===== src/rtl/isa_pkg.sv =====
// isa_pkg: shared opcode encodings, NOP word, return-address index and writeback-enable decode.
package isa_pkg;
    typedef enum logic [4:0] {
        OP_ADD = 5'd0, OP_SUB = 5'd1, OP_MUL = 5'd2, OP_DIV = 5'd3, OP_MOD = 5'd4,
        OP_CMP = 5'd5, OP_AND = 5'd6, OP_OR = 5'd7, OP_NOT = 5'd8, OP_MOV = 5'd9,
        OP_LSL = 5'd10, OP_LSR = 5'd11, OP_ASR = 5'd12, OP_NOP = 5'd13, OP_LD = 5'd14,
        OP_ST = 5'd15, OP_BEQ = 5'd16, OP_BGT = 5'd17, OP_B = 5'd18, OP_CALL = 5'd19,
        OP_RET = 5'd20
    } opcode_t;

    localparam logic [31:0] NOP_WORD = 32'h6800_0000;
    localparam logic [3:0]  RA_IDX   = 4'd15;

    function automatic logic wb_en_of(input logic [4:0] op);
        return (op <= OP_ASR && op != OP_CMP) || op == OP_LD || op == OP_CALL;
    endfunction
endpackage


===== src/rtl/register_file.sv =====
// register_file: 16x32 flops, two write-first read ports, one write port suppressed during reset.
module register_file (
    input  logic        clk,
    input  logic        rst,
    input  logic        w_en,
    input  logic [3:0]  w_idx,
    input  logic [31:0] w_data,
    input  logic [3:0]  idx_a,
    input  logic [3:0]  idx_b,
    output logic [31:0] data_a,
    output logic [31:0] data_b
);
    logic [31:0] regs [16];
    logic        wr;

    assign wr = w_en && !rst;

    always_ff @(posedge clk) begin
        if (rst) begin
            for (int i = 0; i < 16; i++) regs[i] <= '0;
        end else if (wr) begin
            regs[w_idx] <= w_data;
        end
    end

    assign data_a = (wr && w_idx == idx_a) ? w_data : regs[idx_a];
    assign data_b = (wr && w_idx == idx_b) ? w_data : regs[idx_b];
endmodule


===== src/rtl/decode_cycle.sv =====
// decode_cycle: instruction decode, operand read and D/E pipeline register with
// load-use stall detection and branch/interrupt flush.
module decode_cycle
    import isa_pkg::*;
(
    input  logic        clk,
    input  logic        rst,
    input  logic [31:0] instruction_D,
    input  logic [31:0] pc_D,
    input  logic        isbranchtaken_E,
    input  logic        interrupt,
    input  logic        regwrite_W,
    input  logic [3:0]  rd_W,
    input  logic [31:0] result_W,
    output logic        add_stall,
    output logic [4:0]  opcode_E,
    output logic        isimm_E,
    output logic [31:0] op1_E,
    output logic [31:0] op2_E,
    output logic [31:0] immx_E,
    output logic [31:0] branchtarget_E,
    output logic [3:0]  rd_E,
    output logic        wb_en_E,
    output logic [31:0] pc_E
);
    logic [4:0]  op;
    logic        i_bit;
    logic [3:0]  rd, rs1, rs2, idx_a, idx_b;
    logic [1:0]  mode;
    logic [15:0] imm;
    logic [31:0] data_a, data_b, immx, target;
    logic        use_a, use_b;

    assign op    = (instruction_D[31:27] > OP_RET) ? OP_NOP : instruction_D[31:27];
    assign i_bit = instruction_D[26];
    assign rd    = instruction_D[25:22];
    assign rs1   = instruction_D[21:18];
    assign rs2   = instruction_D[17:14];
    assign mode  = instruction_D[17:16];
    assign imm   = instruction_D[15:0];

    assign idx_a = (op == OP_RET) ? RA_IDX : rs1;
    assign idx_b = (op == OP_ST) ? rd : rs2;

    // not/mov take only the second operand; branches other than ret read nothing
    assign use_a = (op <= OP_ASR && op != OP_NOT && op != OP_MOV) ||
                   op == OP_LD || op == OP_ST || op == OP_RET;
    assign use_b = (op <= OP_ASR && !i_bit) || op == OP_ST;

    assign add_stall = opcode_E == OP_LD && wb_en_E &&
                       ((use_a && idx_a == rd_E) || (use_b && idx_b == rd_E));

    always_comb begin
        immx = (mode == 2'b01) ? {16'h0, imm} :
               (mode == 2'b10) ? {imm, 16'h0} : {{16{imm[15]}}, imm};
        target = pc_D + {{3{instruction_D[26]}}, instruction_D[26:0], 2'b00};
    end

    register_file u_rf (
        .clk    (clk),
        .rst    (rst),
        .w_en   (regwrite_W),
        .w_idx  (rd_W),
        .w_data (result_W),
        .idx_a  (idx_a),
        .idx_b  (idx_b),
        .data_a (data_a),
        .data_b (data_b)
    );

    always_ff @(posedge clk) begin
        if (rst || isbranchtaken_E || interrupt || add_stall) begin
            opcode_E       <= OP_NOP;
            isimm_E        <= 1'b0;
            op1_E          <= '0;
            op2_E          <= '0;
            immx_E         <= '0;
            branchtarget_E <= '0;
            rd_E           <= '0;
            wb_en_E        <= 1'b0;
            pc_E           <= '0;
        end else begin
            opcode_E       <= op;
            isimm_E        <= i_bit;
            op1_E          <= data_a;
            op2_E          <= (i_bit && op != OP_ST) ? immx : data_b;
            immx_E         <= immx;
            branchtarget_E <= target;
            rd_E           <= (op == OP_CALL) ? RA_IDX : rd;
            wb_en_E        <= wb_en_of(op);
            pc_E           <= pc_D;
        end
    end
endmodule


===== config.mk =====
export PLATFORM = sky130hd
export DESIGN_NAME = decode_cycle
export DESIGN_NICKNAME = d
export VERILOG_FILES = /design/src/rtl/isa_pkg.sv /design/src/rtl/register_file.sv /design/src/rtl/decode_cycle.sv
export SDC_FILE = /design/constraint.sdc
export NUM_CORES = 2
export LEC_CHECK = 0
export CORE_ASPECT_RATIO = 1.1
export CORE_UTILIZATION = 51
export DETAILED_ROUTE_END_ITERATION = 12
export GPL_TIMING_DRIVEN = 0
export HOLD_SLACK_MARGIN = 0.08
export PLACE_DENSITY = 0.71
export SLEW_MARGIN = 10
export SYNTH_ARGS = -nofsm -noshare
export SYNTH_HDL_FRONTEND = slang
export SYNTH_SLANG_ARGS = --single-unit
export TNS_END_PERCENT = 100

===== constraint.sdc =====
create_clock -name clk -period 3.65 [get_ports clk]
set_clock_uncertainty 0.15 [all_clocks]
set_input_delay 0.5475 -clock clk [delete_from_list [all_inputs] [get_ports clk]]
set_output_delay 0.5475 -clock clk [all_outputs]
set_load 0.005 [all_outputs]

# --- Yosys cells after proc, flatten, opt, wreduce, memory -nomap -nowiden ---
# Memories as Yosys holds them, arrays and structs flattened. A register that Yosys moved wholly into a read port is not among the register bits.
# Index checks and enable logic that the tools add are counted.
# Widths: inputs -> output; s select.
totals:
  regBits: 139
  mem_bits_rw: 512
  inputBits: 105
  out_inout_bits: 172
  word_cells: 66
  n_memories: 1
memory_table:
  columns: ["memory", "depth", "width", "read_ports", "rd_clocked_by_memory_dff", "write_ports", "line_no", "source"]
  rows:
  - ["u_rf.regs", 16, 32, 2, 1, 16, "register_file.sv:13", "logic [31:0] regs [16];"]
op_classes:
  addsub: 1
  n_lt_le_gt_ge: 2
  eq_ne: 14
  mux: 16
  reduce_logical: 24
op_table:
  columns: ["op", "n"]
  rows:
  - ["$mux 32", 4]
  - ["$add 32x32->32", 1]
  - ["$reduce_or 32->1", 1]
  - ["$mux 31", 1]
  - ["$mux 4", 4]
  - ["$eq 5x4->1 const B", 3]
  - ["$ne 5x4->1 const B", 3]
  - ["$eq 4x4->1", 3]
  - ["$logic_and 1x1->1", 11]
  - ["$eq 5x5->1 const B", 2]
  - ["$logic_or 1x1->1", 10]
  - ["$mux 1", 6]
  - ["$gt 5x5->1 const B", 1]
  - ["$le 5x4->1 const B", 1]
  - ["$mux 5", 1]
  - ["$ne 5x3->1 const B", 1]
  - ["$eq 2x1->1 const B", 1]
  - ["$eq 2x2->1 const B", 1]
  - ["$logic_not 1->1", 2]

# --- Logic depth before layout (Yosys ltp) ---
depth:
  ltp_word: 12
  mapped_depth: 13
  ltp_nobuf: 11

# --- By module ---
# From an unflattened synthesis, not the netlist that was laid out.
hier_totals:
  cells_unflattened: 2489
  area_unflattened_um2: 34066.4
by_module_without_submodules:
  columns: ["module", "n_inst", "cells_each", "area_per_inst_um2", "seq_area_each_um2"]
  rows:
  - ["register_file", 1, 1770, 27397.5, 15374.7]
  - ["decode_cycle", 1, 719, 6668.9, 3383.2]

# --- Worst setup path before layout ---
# No wires, ideal clock.
synth_timing:
  kind: "input-to-reg"
  from: "input instruction_D[30]"
  to: "register op2_E[11]"
  t_arrival_ns: 2.916
  slack_ns: 0.460
  path_stages: 10
  path_buffers: 2
  path_cell_list: "buf_2 -> nand4_4 -> o21a_1 -> nor2_2 -> buf_1 -> mux4_2 -> a22oi_1 -> nand2_1 -> a222oi_1 -> nor2_1"
synth_via:
  elab_chain_cells: 12
synth_rtl:
  columns: ["element", "line_no", "source"]
  rows:
  - ["from (decl)", "decode_cycle.sv:8", "input logic [31:0] instruction_D,"]
  - ["$gt 5x5->1", "decode_cycle.sv:34", "assign op = (instruction_D[31:27] > OP_RET) ? OP_NOP : instruction_D[31:27];"]
  - ["$mux 5 *", "decode_cycle.sv:34", null]
  - ["parallel branches: the longest is 10 deep, another holds $mem_v2 16x32", null, null]
  - ["to (signal assigned)", "decode_cycle.sv:86", "op2_E <= (i_bit && op != OP_ST) ? immx : data_b;"]
  - ["to (decl)", "decode_cycle.sv:19", "output logic [31:0] op2_E,"]
# Every way passes the cells marked *.
# A chain may end at the register's enable or synchronous reset.

# --- Worst setup path in the final report ---
layout_timing:
  from: "input instruction_D[19]"
  to: "register op1_E[1] (read register of u_rf.regs)"
layout_via:
  elab_chain_cells: 6
layout_rtl:
  columns: ["element", "line_no", "source"]
  rows:
  - ["$mux 4 *", "decode_cycle.sv:42", "assign idx_a = (op == OP_RET) ? RA_IDX : rs1;"]
  - ["$eq 4x4->1", "decode_cycle.sv:51", "((use_a && idx_a == rd_E) || (use_b && idx_b == rd_E));"]
  - ["$logic_and 1x1->1", "decode_cycle.sv:51", null]
  - ["$logic_or 1x1->1", "decode_cycle.sv:51", null]
  - ["$logic_and 1x1->1", "decode_cycle.sv:50", "assign add_stall = opcode_E == OP_LD && wb_en_E &&"]
  - ["$logic_or 1x1->1", "decode_cycle.sv:72", "if (rst || isbranchtaken_E || interrupt || add_stall) begin"]
  - ["to (decl)", "decode_cycle.sv:18", "output logic [31:0] op1_E,"]
# Every way passes the cells marked *; elsewhere a longest branch is shown, timed or not.

==> metrics <==
Max Slew Vio Count 0; drt wl/cell 31.8 um; vias per cell 6.61; synthesized instance count 3015; setup ws final -0.0631 ns; CTS clk-pin slew, worst paths 0.06 ns; share of layout cells above drive strength 1 11.8%; Power, Total 19.5 mW; TritonCTS clock tree yes; end-of-flow core utilization 61.9%; Synth area leader edfxtp_1; Buffers on Ports 272; Sequential Power Share 45.9%; # DRC 0; Setup TNS -0.323 ns; Worst path max stage delay 0.63 ns; multiplexer share of the synthesized area 13.7%; HP Start instruction_D[30]; cell mode on critical path clkbuf_2; die area 69500 sq um; gpl congestion 1.01; f_max 0.269 GHz; post-synth net total 3150; worst hold-check path type in -> reg; Syn Area/Cell 11.6 sq um; nets@finish 3505; largest cells by area after synthesis edfxtp_1, and2_1, dfxtp_1, mux2i_1, mux4_2; Tot GR Track Use 39.2%; crit-path cells clkdlybuf4s50_1 > clkbuf_2 > nor2_1 > clkbuf_2 > buf_1 > o221ai_1 > a22oi_1 > a211oi_1; crit-path max FO 10; EDFF count, synth 512; internal power 14.1 mW; Sw Ratio 27.4%; initial antenna violation count 4; First DRT Iteration DRCs 3961; Power Dens Cells 465 nW/um^2; CP endpoint kind flop; Die Y 276 um; Syn Std Cell Area 34900 sq um; Worst Path Arrival 4.04 ns; Max Cap Viol 0; simple-gate share of the synthesized area 15.7%; CTS Buf Count 74; Period minus WS final 3.71 ns; post-synthesis sequential area ratio 53.8%; asr flop ratio synth 0%; GRT met3 Usage 12.8%; RSZ-0062 raised after global routing yes; Synth-to-Final Area Change 20.1%; Clk pwr share 39.5%; Rows 100; post-synth cell types 65; GR Util met1 48.8%; synth warn 0; DR pass1 iterations 7; Post-synth top flop edfxtp_1; failing checks setup timing; CP required 3.98 ns; top-level port count 277; Die Wd 251 um; CP Launch Type input port; GRT busiest layer met2; Rel. slew slack 5.51%; Final setup viols 9; largest net degree at the start of global routing 33; Synth top area share 44.1%; Placed Cells 4206; post-synthesis compound-gate area fraction 11.7%; Root Driver clkbuf_16; combinational share of power 14.5%; commonest non-fill, non-tap cells in the layout and2_1, edfxtp_1, mux2i_1; worst hold margin 0.118 ns; Post-Layout Cell Count 4355; routing usage on met2 61.1%; Period Utilization, post-route 102%; Critical Path Start instruction_D[19]; maximum clock path buffer count 3; Routed WL 139000 um; status finished, violations left; Num Clock Sinks 681; core area 67700 sq um; net switching power 5.34 mW; combinational family with the most area after synthesis simple AND/OR/NAND/NOR gates; slowest cell on the critical path a22oi_1; Starting Density 51.5%; vias in the first global route 27800; worst setup path class in -> reg; #FFs+latches synth 681; Final Hold Fails 0; Pleak 15.4 nW; Clock Latency Late Sink 0.66 ns; XOR/XNOR Fraction of Synth Area 0.778%; CTS H-tree lvls 3; Least-Margin Pin Slew 1.41 ns; commonest non-fill, non-tap cell in the layout and2_1; detailed placer's ending HPWL 98700 um; first-pass GRT wire length 194000 um; Routed Antenna Nets 0; DR vias 28800; Peak VDD IR 0.373 mV; Post-Synth Adder-Cell Area 1.13%; final global-route overflow total 0; launch point of the worst reg-to-reg path rd_E[1]$_SDFF_PP0_
==> repair_timing <==
action                                  in CTS  in global routing
endpoints found under the hold margin        0                  0
resized for setup                           96                 97
endpoints found under the setup margin     139                156
setup buffers                                5                  1
pin swaps                                    7                  4
hold buffers                                 0                  0
==> through the flow <==
step / setup slack [ns] / instance area (sq um)
6_report: -0.0631 / 41900
5_1_grt: -0.0578 / 41900
4_1_cts: 0.00672 / 41600
3_5_place_dp: -1.84 / 38800
3_3_place_gp: -2.23 / 38800
2_1_floorplan: 0.460 / 34900
==> registers in the layout, indices dropped and copies added (netlist names) <==
register	cells
pc_E	30
op2_E	32
op1_E	32
rd_E	4
wb_en_E	1
isimm_E	1
branchtarget_E	32
u_rf.regs	512
immx_E	32
opcode_E	5
==> cells in the mapped netlist, drive strengths merged, types with 10 or more instances <==
master	number
edfxtp	512
nor2	147
a31oi	35
a211oi	36
or2	20
o21a	23
mux2i	292
and2	550
inv	15
o21ai	113
o221ai	64
nand2b	10
dfxtp	169
o211ai	37
a21oi	81
mux2	33
xor2	20
o22ai	63
xnor2	11
a22oi	98
mux4	65
a222oi	16
nor4	17
clkbuf	209
buf	56
nand2	179
and3	20
ha	29
nor3	12
==> final timing paths <==
path                                                to  slack [ns]  depth (start not counted)
worst max-delay path               op1_E[1]$_SDFF_PP0_       -0.06                          8
worst min-delay path            opcode_E[3]$_SDFF_PP1_        0.12                          3
worst max register to register   immx_E[23]$_SDFF_PP0_        0.16                         11
worst min register to register    op1_E[12]$_SDFF_PP0_        0.75                          4
==> critical path: cells and delay by family <==
kind / cells / cell delay [ns]
compound gates: 3 / 1.15
simple gates: 1 / 0.34
buf+inv: 4 / 1.98
==> power groups by stage <==
stage	Sequential, mW	Clock [mW]	Combinational (mW)
6_report	8.94	7.70	2.83
5_1_grt	8.97	7.99	2.90
4_1_cts	8.93	7.66	2.66
3_5_place_dp	9.09	0	2.60
3_3_place_gp	9.06	0	2.57
2_1_floorplan	9.02	0	1.44
==> area by class of cell <==
cell class	instances	area (sq um)
Clock inverter	34	294
Timing Repair Buffer	279	2800
Antenna cell	6	15.0
Inverter	15	56.3
Fill cell	5376	25800
Buffer	265	1210
Multi-Input combinational cell	2054	15500
Tap cell	918	1150
Sequential cell	681	18800
Clock buffer	103	2160
==> routing by layer <==
layer	part of all wire, %	wire length, um
met5	0	0
met4	5.3	7370
met3	14	19700
met2	46	63100
met1	35	48400
==> cell families (layout without fill, tap and decap cells) <==
family | after synthesis | in the layout
AOI/OAI and AO/OA | 605 | 605
muxes | 390 | 390
and+or+nand+nor | 997 | 997
DFF | 681 | 681
xor gates and xnor gates | 31 | 31
buffers and inverters | 280 | 696
other | 0 | 6
adders and majority gates | 31 | 31
Note: power is estimated with default switching activity, not from simulation.
